`config.mk`:
```
export PLATFORM = sky130hd
export DESIGN_NAME = bus_int_ctl
export DESIGN_NICKNAME = d
export VERILOG_FILES = /design/src/rtl/bus_int_ctl.sv
export SDC_FILE = /design/constraint.sdc
export NUM_CORES = 1
export LEC_CHECK = 0
export CORE_MARGIN = 2
export CORE_UTILIZATION = 44
export CTS_BUF_LIST = sky130_fd_sc_hd__clkbuf_4 sky130_fd_sc_hd__clkbuf_8
export CTS_CLUSTER_DIAMETER = 150
export DETAILED_ROUTE_END_ITERATION = 10
export PLACE_DENSITY = 0.8
export SLEW_MARGIN = 30
export SYNTH_ARGS = -nofsm -noshare
export SYNTH_HDL_FRONTEND = slang
export SYNTH_SLANG_ARGS = --single-unit
export TNS_END_PERCENT = 1
```
`constraint.sdc`:
```
create_clock -name clk_i -period 1.83 [get_ports clk_i]
set_clock_uncertainty 0.1 [all_clocks]
set_input_delay 0.4575 -clock clk_i [delete_from_list [all_inputs] [get_ports clk_i]]
set_output_delay 0.4575 -clock clk_i [all_outputs]
set_load 0.05 [all_outputs]
```
`src/rtl/bus_int_ctl.sv`:
```
// bus_int_ctl - multi-channel Q-bus interrupt request controller.
//
// Collects NCH enabled request sources into a pending register. A
// fixed-priority arbiter (lowest index wins) picks one channel, raises the bus
// interrupt, and on acknowledge presents that channel's vector
// (VBASE + 4*ch, truncated to VW bits) and clears the channel's pending bit.
//
// Optional feature: define BUS_INT_EDGE_EN to switch the pending-set rule
// from level-sensitive (ena & req) to rising-edge detection of req while
// enabled. Without the macro the block runs in level mode.
//
// Ports:
//   clk_i  - system clock, rising edge
//   rst_i  - asynchronous active-high reset
//   ena_i  - per-channel interrupt enable [NCH]
//   req_i  - per-channel interrupt request [NCH]
//   ack_i  - bus interrupt acknowledge (held high for the whole phase)
//   irq_o  - registered bus interrupt request
//   vld_o  - registered vector-valid (acknowledge phase)
//   vec_o  - registered vector of serviced channel, 0 when vld_o=0
//   ch_o   - registered index of armed/serviced channel, 0 in IDLE

module bus_int_ctl #(
    parameter int unsigned   NCH   = 4,
    parameter int unsigned   VW    = 9,
    parameter logic [VW-1:0] VBASE = 9'o120
) (
    input  logic           clk_i,
    input  logic           rst_i,
    input  logic [NCH-1:0] ena_i,
    input  logic [NCH-1:0] req_i,
    input  logic           ack_i,
    output logic           irq_o,
    output logic           vld_o,
    output logic [VW-1:0]  vec_o,
    output logic [2:0]     ch_o
);

    typedef enum logic [1:0] {
        IDLE,
        ARM,
        VEC
    } state_t;

    state_t         state;
    state_t         state_nx;

    logic [NCH-1:0] pend;
    logic [NCH-1:0] pend_nx;
    logic [NCH-1:0] set_req;

    logic [2:0]     win;
    logic           any_pend;
    logic           ena_sel;
    logic           svc;

    logic           irq_nx;
    logic           vld_nx;
    logic [VW-1:0]  vec_nx;
    logic [2:0]     ch_nx;

    function automatic logic [VW-1:0] vec_of(input logic [2:0] c);
        return VBASE + VW'({c, 2'b00});
    endfunction

    // ------------------------------------------------------------------
    // Pending-set condition
    // ------------------------------------------------------------------
`ifdef BUS_INT_EDGE_EN
    logic [NCH-1:0] req_prev;

    always_ff @(posedge clk_i or posedge rst_i) begin
        if (rst_i) begin
            req_prev <= '0;
        end else begin
            req_prev <= req_i;
        end
    end

    // Edges seen while disabled are dropped, not remembered.
    always_comb begin
        set_req = ena_i & req_i & ~req_prev;
    end
`else
    always_comb begin
        set_req = ena_i & req_i;
    end
`endif

    // ------------------------------------------------------------------
    // Arbiter and armed-channel enable select
    // ------------------------------------------------------------------
    always_comb begin
        logic found;
        found    = 1'b0;
        win      = '0;
        for (int unsigned i = 0; i < NCH; i++) begin
            if (pend[i] && !found) begin
                win   = 3'(i);
                found = 1'b1;
            end
        end
        any_pend = found;
    end

    always_comb begin
        ena_sel = 1'b0;
        for (int unsigned i = 0; i < NCH; i++) begin
            if (ch_o == 3'(i)) begin
                ena_sel = ena_i[i];
            end
        end
    end

    // Service happens on the ARM -> VEC transition.
    always_comb begin
        svc = (state == ARM) && ena_sel && ack_i;
    end

    // ------------------------------------------------------------------
    // Pending register: set beats service clear in the same cycle
    // ------------------------------------------------------------------
    always_comb begin
        pend_nx = pend;
        for (int unsigned i = 0; i < NCH; i++) begin
            if (set_req[i]) begin
                pend_nx[i] = 1'b1;
            end else if (!ena_i[i]) begin
                pend_nx[i] = 1'b0;
            end else if (svc && (ch_o == 3'(i))) begin
                pend_nx[i] = 1'b0;
            end
        end
    end

    always_ff @(posedge clk_i or posedge rst_i) begin
        if (rst_i) begin
            pend <= '0;
        end else begin
            pend <= pend_nx;
        end
    end

    // ------------------------------------------------------------------
    // FSM: state register (outputs registered alongside)
    // ------------------------------------------------------------------
    always_ff @(posedge clk_i or posedge rst_i) begin
        if (rst_i) begin
            state <= IDLE;
            irq_o <= 1'b0;
            vld_o <= 1'b0;
            vec_o <= '0;
            ch_o  <= '0;
        end else begin
            state <= state_nx;
            irq_o <= irq_nx;
            vld_o <= vld_nx;
            vec_o <= vec_nx;
            ch_o  <= ch_nx;
        end
    end

    // ------------------------------------------------------------------
    // FSM: next state
    // ------------------------------------------------------------------
    always_comb begin
        state_nx = state;
        case (state)
            IDLE: begin
                if (any_pend) begin
                    state_nx = ARM;
                end
            end
            ARM: begin
                if (!ena_sel) begin
                    state_nx = IDLE;
                end else if (ack_i) begin
                    state_nx = VEC;
                end
            end
            VEC: begin
                // Waiting for ack low here is what blocks a stale ack
                // from re-triggering on the following request.
                if (!ack_i) begin
                    state_nx = IDLE;
                end
            end
            default: begin
                state_nx = IDLE;
            end
        endcase
    end

    // ------------------------------------------------------------------
    // FSM: output decode, computed from the next state so that the
    // registered outputs line up with the state they describe.
    // ------------------------------------------------------------------
    always_comb begin
        irq_nx = 1'b0;
        vld_nx = 1'b0;
        vec_nx = '0;
        ch_nx  = '0;
        case (state_nx)
            ARM: begin
                irq_nx = 1'b1;
                ch_nx  = (state == IDLE) ? win : ch_o;
            end
            VEC: begin
                vld_nx = 1'b1;
                ch_nx  = ch_o;
                vec_nx = vec_of(ch_o);
            end
            default: begin
                irq_nx = 1'b0;
            end
        endcase
    end

endmodule

```
**After elaboration in Yosys (flattened, before gate mapping)**

Index checks and enable logic that the tools add are counted.

- Register bits after elaboration: 20
- Output and inout bits: 14
- Word-level logic and storage cells: 72

- Add/subtract/negate cells: 1
- Eq/ne operators: 12
- Multiplexer cells: 33
- Bitwise gates (word level): 2
- Reductions and logical operators: 15

Operators by type and width:

| cell | count |
|---|---|
| 1-bit 2-to-1 mux | 23 |
| 3-bit by 1-bit inequality test with 1-bit output (second input constant) | 4 |
| 1-bit logical AND | 9 |
| 3-bit 2-to-1 mux | 3 |
| 7-bit by 5-bit adder with 8-bit output (first input constant) | 1 |
| 2-bit 2-to-1 mux | 4 |
| 8-bit 2-to-1 mux | 1 |
| 3-bit by 2-bit equality test with 1-bit output (second input constant) | 2 |
| 2-bit case mux with 3 select lines | 1 |
| 3-bit case mux with 2 select lines | 1 |
| 4-bit AND | 1 |
| 2-bit by 1-bit equality test with 1-bit output (second input constant) | 2 |
| 2-bit equality test (second input constant) | 2 |
| 3-bit by 1-bit equality test with 1-bit output (second input constant) | 1 |
| 1-bit logical NOT | 3 |
| 3-bit logical NOT | 1 |
| 2-bit logical NOT | 1 |
| 2-bit inequality test (second input constant) | 1 |
| 2-bit AND reduction | 1 |
| 1-bit NOT | 1 |

**Logic depth before layout (Yosys ltp)**

Gate-level depths: netlist (run 1).

- Word-level depth: 15
- Gate-level depth with buffers: 4
- Mapped depth without buffers: 3

**Least setup slack after synthesis (run 1)**

OpenSTA, ideal clock, no wires.

- Path type: reg-to-reg
- From: reg ch_o[1]
- To: reg irq_o
- Library setup time: 0.143 ns
- Arrival time: 1.470 ns
- Setup slack: 0.117 ns
- Stages on the path, launching flop included: 5
- Path buffers: 1
- Cells stage by stage: dfrtp_1 > buf_6 > mux2_4 > o221ai_4 > o31ai_1

- Longest elaborated chain between the ends: 9
- Elaborated cells between the ends (all ways): 12
- Those cells by class: eq/ne: 4; mux: 7; reduce/logical: 1

RTL lines:

| item | line | RTL |
|---|---|---|
| start, declared | 36 | `output logic [2:0] ch_o` |
| start signal, assigned | 159 | `ch_o <= ch_nx;` |
| 3-bit logical NOT | 109 | `if (ch_o == 3'(i)) begin` |
| 1-bit 2-to-1 mux (3 in a row) | 109 |  |
| 1-bit 2-to-1 mux * | 109 |  |
| 2-bit 2-to-1 mux * | 175 | `if (!ena_sel) begin` |
| 2-bit case mux with 3 select lines * | 168 | `case (state)` |
| 2-bit by 1-bit equality test with 1-bit output * | 203 | `case (state_nx)` |
| 1-bit 2-to-1 mux * | 203 |  |
| via irq_nx | 57 | `logic irq_nx;` |
| end signal, assigned | 156 | `irq_o <= irq_nx;` |
| end, declared | 33 | `output logic irq_o,` |

Mark *: on every way through the listed nets, which the timed path passes. The rest lies on a longest branch.
A chain may end at the register's enable or synchronous reset.

**Worst setup path after layout (run 1)**

- From: reg ch_o[1]
- To: out ch_o[1]

No word-level cell between the ends.

==> out/qor.yml, run 1 <==
grt_first_pass_wirelength_mm: 1.94
regToRegStartpoint: "ch_o[1]"
clkSinkCount: 12
cts_setup_buffers: 0
hold_viol_final: 0
root_buffer: "clkbuf_4"
core_area_sq_um: 1350
cts_tree: "built"
cts-htree-levels: 1
cts_resized: 0
setup-violations-final: 0
drive_above_1_share_pct: 21.7
io-pin-count: 25
diodes: 0
grt_overflow: 0
grt_use_met3_pct: 7.76
num_vias: 504
wl_per_cell_um: 12.2
pwr-share-seq_pct: 30.7
grt_use_met1_pct: 20.5
clk_pin_slew_ns: 0.08
worstSkewPairLatency_ns: 0.27
ys_seq_area_share_pct: 46.1
syn_inst: 63
power_density_nw_per_um2: 1650
drtIter0Drc: 14
critPathKind: "reg2out"
fmaxAchievable_ghz: 0.603
antenna_found_initial: 0
yosys_warnings: 0
clockBufferDepth: 2
synth_cell_types: 26
worstPathCellList: "buf_4, buf_12"
dr.pass1.iters: 4
nNetsFinal: 95
fin_crit_sh_pct: 90.6
cp-start-kind: "flip-flop"
port_buffers: 18
place_inst: 94
dieArea_sq_um: 1810
start_util_pct: 48.3
cp.arrival_ns: 1.10
use_met2_pct: 20.3
die_x_um: 42.5
period_needed_ns: 1.66
p_int_uw: 765
place_congestion: 0.846
ir_worst_vdd_v: 0.00101
p_switching_uw: 643
setup_tns_ns: 0
crit_family: "flip-flops"
rows: 13
cp-end-kind: "output pin"
avgSynthCellArea_sq_um: 10.3
syn2layout_area_growth_pct: 31.1
slew_viol_final: 0
power_uw: 1410
drv_cap: 0
p_sw_share_pct: 45.7
die_h_um: 42.5
grt_usage_pct: 14.8
path_buf_inv: 2
wirelength_mm: 1.20
cp_max_fo: 8
cts_buffers: 3
critPathMaxStageDelay_ns: 0.51
stdcell_count: 98
pwr-share-clk_pct: 14.9
hold_path_class: "in2async"
drc: 0
synth_area_sq_um: 652
busiest_layer: "met1"
drtAntennaViolNets: 0
slowest_stage: "dfrtp_1"
grt_max_degree: 13
holdBufCountCts: 0
combPwrFrac_pct: 54.5
outcome: "complete, no violations"
ys_seq_elements: 12
grt_pass1_vias: 435
rsz0062_at_grt: "false"
fillers: 117
crit_start: "ch_o[1]"
required_ns: 1.27
p_leak_uw: 0.000391
avgViaCountPerCell: 5.14
dp_hpwl_um: 960
==> power groups by stage <==
stage	Clock [uW]	Combinational [uW]	Sequential [uW]
floorplan	0	428	568
global placement	0	758	433
detailed placement	0	770	435
CTS	216	770	430
global route	233	822	443
finish	209	767	432
==> area by class of cell <==
cell class	count	area (sq um)	area share, %
clock buffer	4	36.3	4.25
inverter	5	18.8	2.20
multi-input combinational	42	280	32.8
sequential	12	300	35.1
tap	15	18.8	2.20
timing repair buffer	20	200	23.4
==> stage by stage <==
step | setup slack (ns) | cell area, sq um | utilization (%) | hold slack (ns)
detailed placement | -0.00219 | 818 | 60.6 | 0.475
global placement | 0.0259 | 818 | 60.6 | 0.465
CTS | 0.172 | 855 | 63.3 | 0.393
floorplan | 0.117 | 671 | - | 0.222
global route | 0.127 | 855 | 63.3 | 0.426
finish | 0.172 | 855 | 63.3 | 0.379
==> state kept, by name, summed over array words and instances, names as in the netlist <==
signal  cells
pend        4
state       2
vec_o       3
ch_o        2
irq_o       1
==> logic make-up (layout without fill, tap and decap cells) <==
group                  after synthesis  in the layout  share of synthesized area [%]
AO/OA/AOI/OAI                       20             20                           24.6
AND/OR/NAND/NOR                     15             15                           12.7
buffers and inverters               14             29                           13.8
flip-flops                          12             12                           46.1
other                                1              6                          0.575
multiplexers                         1              1                           2.30
==> worst paths after layout <==
path | cells after the start | slack [ns] | endpoint
worst max-delay path | 2 | 0.17 | ch_o[1]
worst min-delay path | 2 | 0.38 | ch_o[0]
worst max register to register | 3 | 0.32 | ch_o[1]
worst min register to register | 2 | 0.49 | state[0]
max in group asynchronous | 2 | 0.94 | ch_o[1]
min in group clk_i | 2 | 0.49 | state[0]
==> cells in the mapped netlist, drive strengths merged <==
cell type  count  area share (%)
o221ai         1             4.0
mux2           1             2.3
o31a           1             1.3
o21bai         2             2.3
dfrtp         12              46
nor2           3             1.7
nand2b         1            0.96
o21a           3             3.5
or2b           1             1.7
nand3b         1             1.2
a31oi          1            0.96
conb           1            0.58
buf            9              11
o31ai          2             2.3
and3b          1             1.3
o21ai          5             3.8
nand2          4             2.3
nor2b          2             1.9
o41ai          1             1.3
o211ai         3             4.2
nor3           2             1.5
a21oi          1            0.77
inv            5             2.9
==> layout by cell type (no fill, tap or decap) <==
master / Yosys / final
and3b_1: 1 / 1
clkbuf_8: 0 / 1
o21bai_1: 2 / 2
clkbuf_4: 0 / 3
o31a_1: 1 / 1
buf_12: 0 / 2
o21a_1: 3 / 3
o211ai_2: 1 / 1
a21oi_1: 1 / 1
a31oi_1: 1 / 1
inv_1: 5 / 5
o31ai_1: 2 / 2
nor2b_1: 2 / 2
nor3_1: 2 / 2
buf_4: 8 / 8
or2b_4: 1 / 1
o21ai_1: 2 / 2
o21ai_0: 3 / 3
dfrtp_1: 12 / 12
nand2b_1: 1 / 1
nor2_1: 3 / 3
nand2_1: 4 / 4
nand3b_1: 1 / 1
o221ai_4: 1 / 1
conb_1: 1 / 6
mux2_4: 1 / 1
o211ai_1: 2 / 2
clkdlybuf4s50_1: 0 / 10
o41ai_1: 1 / 1
==> per-layer routing <==
metal | share of wire (%) | vias to the layer above | routed length, um
li1 | - | 248 | -
met5 | 0 | - | 0
met4 | 0 | 0 | 0
met2 | 46 | 21 | 548
met3 | 7.6 | 0 | 91
met1 | 47 | 235 | 557
Power figures use the tool's default switching activity.
==> inputs of run 2 (changes only) <==
Settings changed: CORE_MARGIN 2 to 1.
==> run 2 against run 1 <==
  * Critical path depth unchanged
  * Core utilization increased by 0.77 points
  * Via count down 0.60%
  * Setup slack got worse by 0.013 ns
  * Non-clock buffer count unchanged
  * Register-to-register slack hardly changed
  * Sequential share of layout area stayed put
  * First-iteration DRC count decreased by 50%
  * Sequential power hardly changed
  * Routed wire length increased by 0.75%
  * Worst hold slack lost 0.0044 ns
  * Largest power group unchanged
==> out/qor.yml, run 2 (synthesis results as in run 1) <==
worstSkewPairLatency_ns: 0.28
drv_cap: 0
wl_per_cell_um: 12.3
p_leak_uw: 0.000391
p_sw_share_pct: 45.9
outcome: "complete, no violations"
routed.top_layer: "met4"
drc: 0
cp-start-kind: "flip-flop"
num_vias: 501
drive_above_1_share_pct: 21.7
cp.arrival_ns: 1.11
slew_viol_final: 0
cts_buffers: 3
wl_met1_um: 554
clk_pin_slew_ns: 0.08
worst_pin_slew_ns: 0.507
antenna_found_initial: 0
critPathKind: "reg2out"
dieArea_sq_um: 1640
final_common_cell: "dfrtp_1"
pwr-share-clk_pct: 15.1
root_buffer: "clkbuf_4"
placed_area_sq_um: 818
pwr-share-seq_pct: 30.6
pre_cts_ws_ns: 0.00922
required_ns: 1.27
cp-end-kind: "output pin"
final_area_sq_um: 855
fin_crit_sh_pct: 91.3
reg_top3: "pend: 4 flops, vec_o: 3 flops"
wl_met3_um: 77
nNetsFinal: 95
power_density_nw_per_um2: 1650
setup_tns_ns: 0
slowest_stage: "dfrtp_1"
crit_start: "ch_o[1]"
regToRegSetupSlack_ns: 0.33
critPathMaxStageDelay_ns: 0.51
p_int_uw: 765
dr.pass1.iters: 4
start_util_pct: 48.9
grt_usage_pct: 19.4
r2r_cells: 3
place_congestion: 0.846
regMostFlops: "pend"
grt_first_pass_wirelength_mm: 1.97
grt_pass1_vias: 450
cts_resized: 0
cts-htree-levels: 1
cp_max_fo: 8
port_buffers: 18
drtIter0Drc: 7
fin_ws_ns: 0.159
cts_setup_buffers: 0
holdBufCountCts: 0
largest_reg_flops: 4
p_switching_uw: 649
final_cell_mix: "dfrtp_1, clkdlybuf4s50_1, buf_4, conb_1, inv_1"
wirelength_mm: 1.21
rsz0062_at_grt: "false"
ir_worst_vdd_v: 0.000841
clkSinkCount: 12
wl_met2_um: 561
avgViaCountPerCell: 5.11
diodes: 0
rows: 13
combPwrFrac_pct: 54.3
hold_viol_final: 0
dp_hpwl_um: 941
clockBufferDepth: 2
grt_overflow: 0
die_h_um: 40.5
core_area_sq_um: 1330
relSlewSlack_pct: 65.7
regToRegStartpoint: "ch_o[1]"
die_x_um: 40.5
hold_path_class: "in2async"
syn2layout_area_growth_pct: 31.1
setup-violations-final: 0
io-pin-count: 25
grt_max_degree: 13
drtAntennaViolNets: 0
period_needed_ns: 1.67
cts_tree: "built"
fmaxAchievable_ghz: 0.598
worstPathCellList: "buf_4, buf_12"
## run 2: cell counts in the layout (fill, tap and decap cells not counted)
No cell type changed its count.
## run 2: worst paths after layout
| check | endpoint |
|---|---|
| max | ch_o[1] |
| min in group clk_i | irq_o |
| min | vec_o[3] |
| min reg2reg | irq_o |
| max in group asynchronous | state[1] |
| max reg2reg | state[0] |
## run 2: critical path: cells and delay by family (launching register included)
family / cells / cell delay [ns]
DFF: 1 / 0.51
buffers and inverters: 2 / 0.33
## run 2: routing by layer
metal / track usage (%) / up-vias
met1: 24.9 / 231
li1: - / 245
met3: 10.0 / 4
met2: 27.4 / 21
met5: 0 / -
met4: 7.50 / 0
## run 2: power by group through the flow
stage / Combinational (uW) / Sequential [uW] / Clock (uW)
3_5_place_dp: 769 / 436 / 0
6_report: 767 / 433 / 214
2_1_floorplan: 428 / 568 / 0
4_1_cts: 770 / 432 / 222
5_1_grt: 827 / 449 / 236
3_3_place_gp: 757 / 434 / 0
## run 2: cell type report
class	instances	area, sq um
flip-flops and latches	12	300
clock buffers	4	36.3
inverters	5	18.8
multi-input cells	42	280
fillers	106	479
well taps	15	18.8
repair buffers	20	200
## run 2: stage by stage
step,total power [uW],utilization (%),std cells,hold slack (ns)
after floorplan,996,-,68,0.222
after global placement,1190,61.4,94,0.464
after detailed placement,1200,61.4,94,0.468
after CTS,1420,64.1,98,0.384
after global routing,1510,64.1,98,0.421
final,1410,64.1,98,0.375
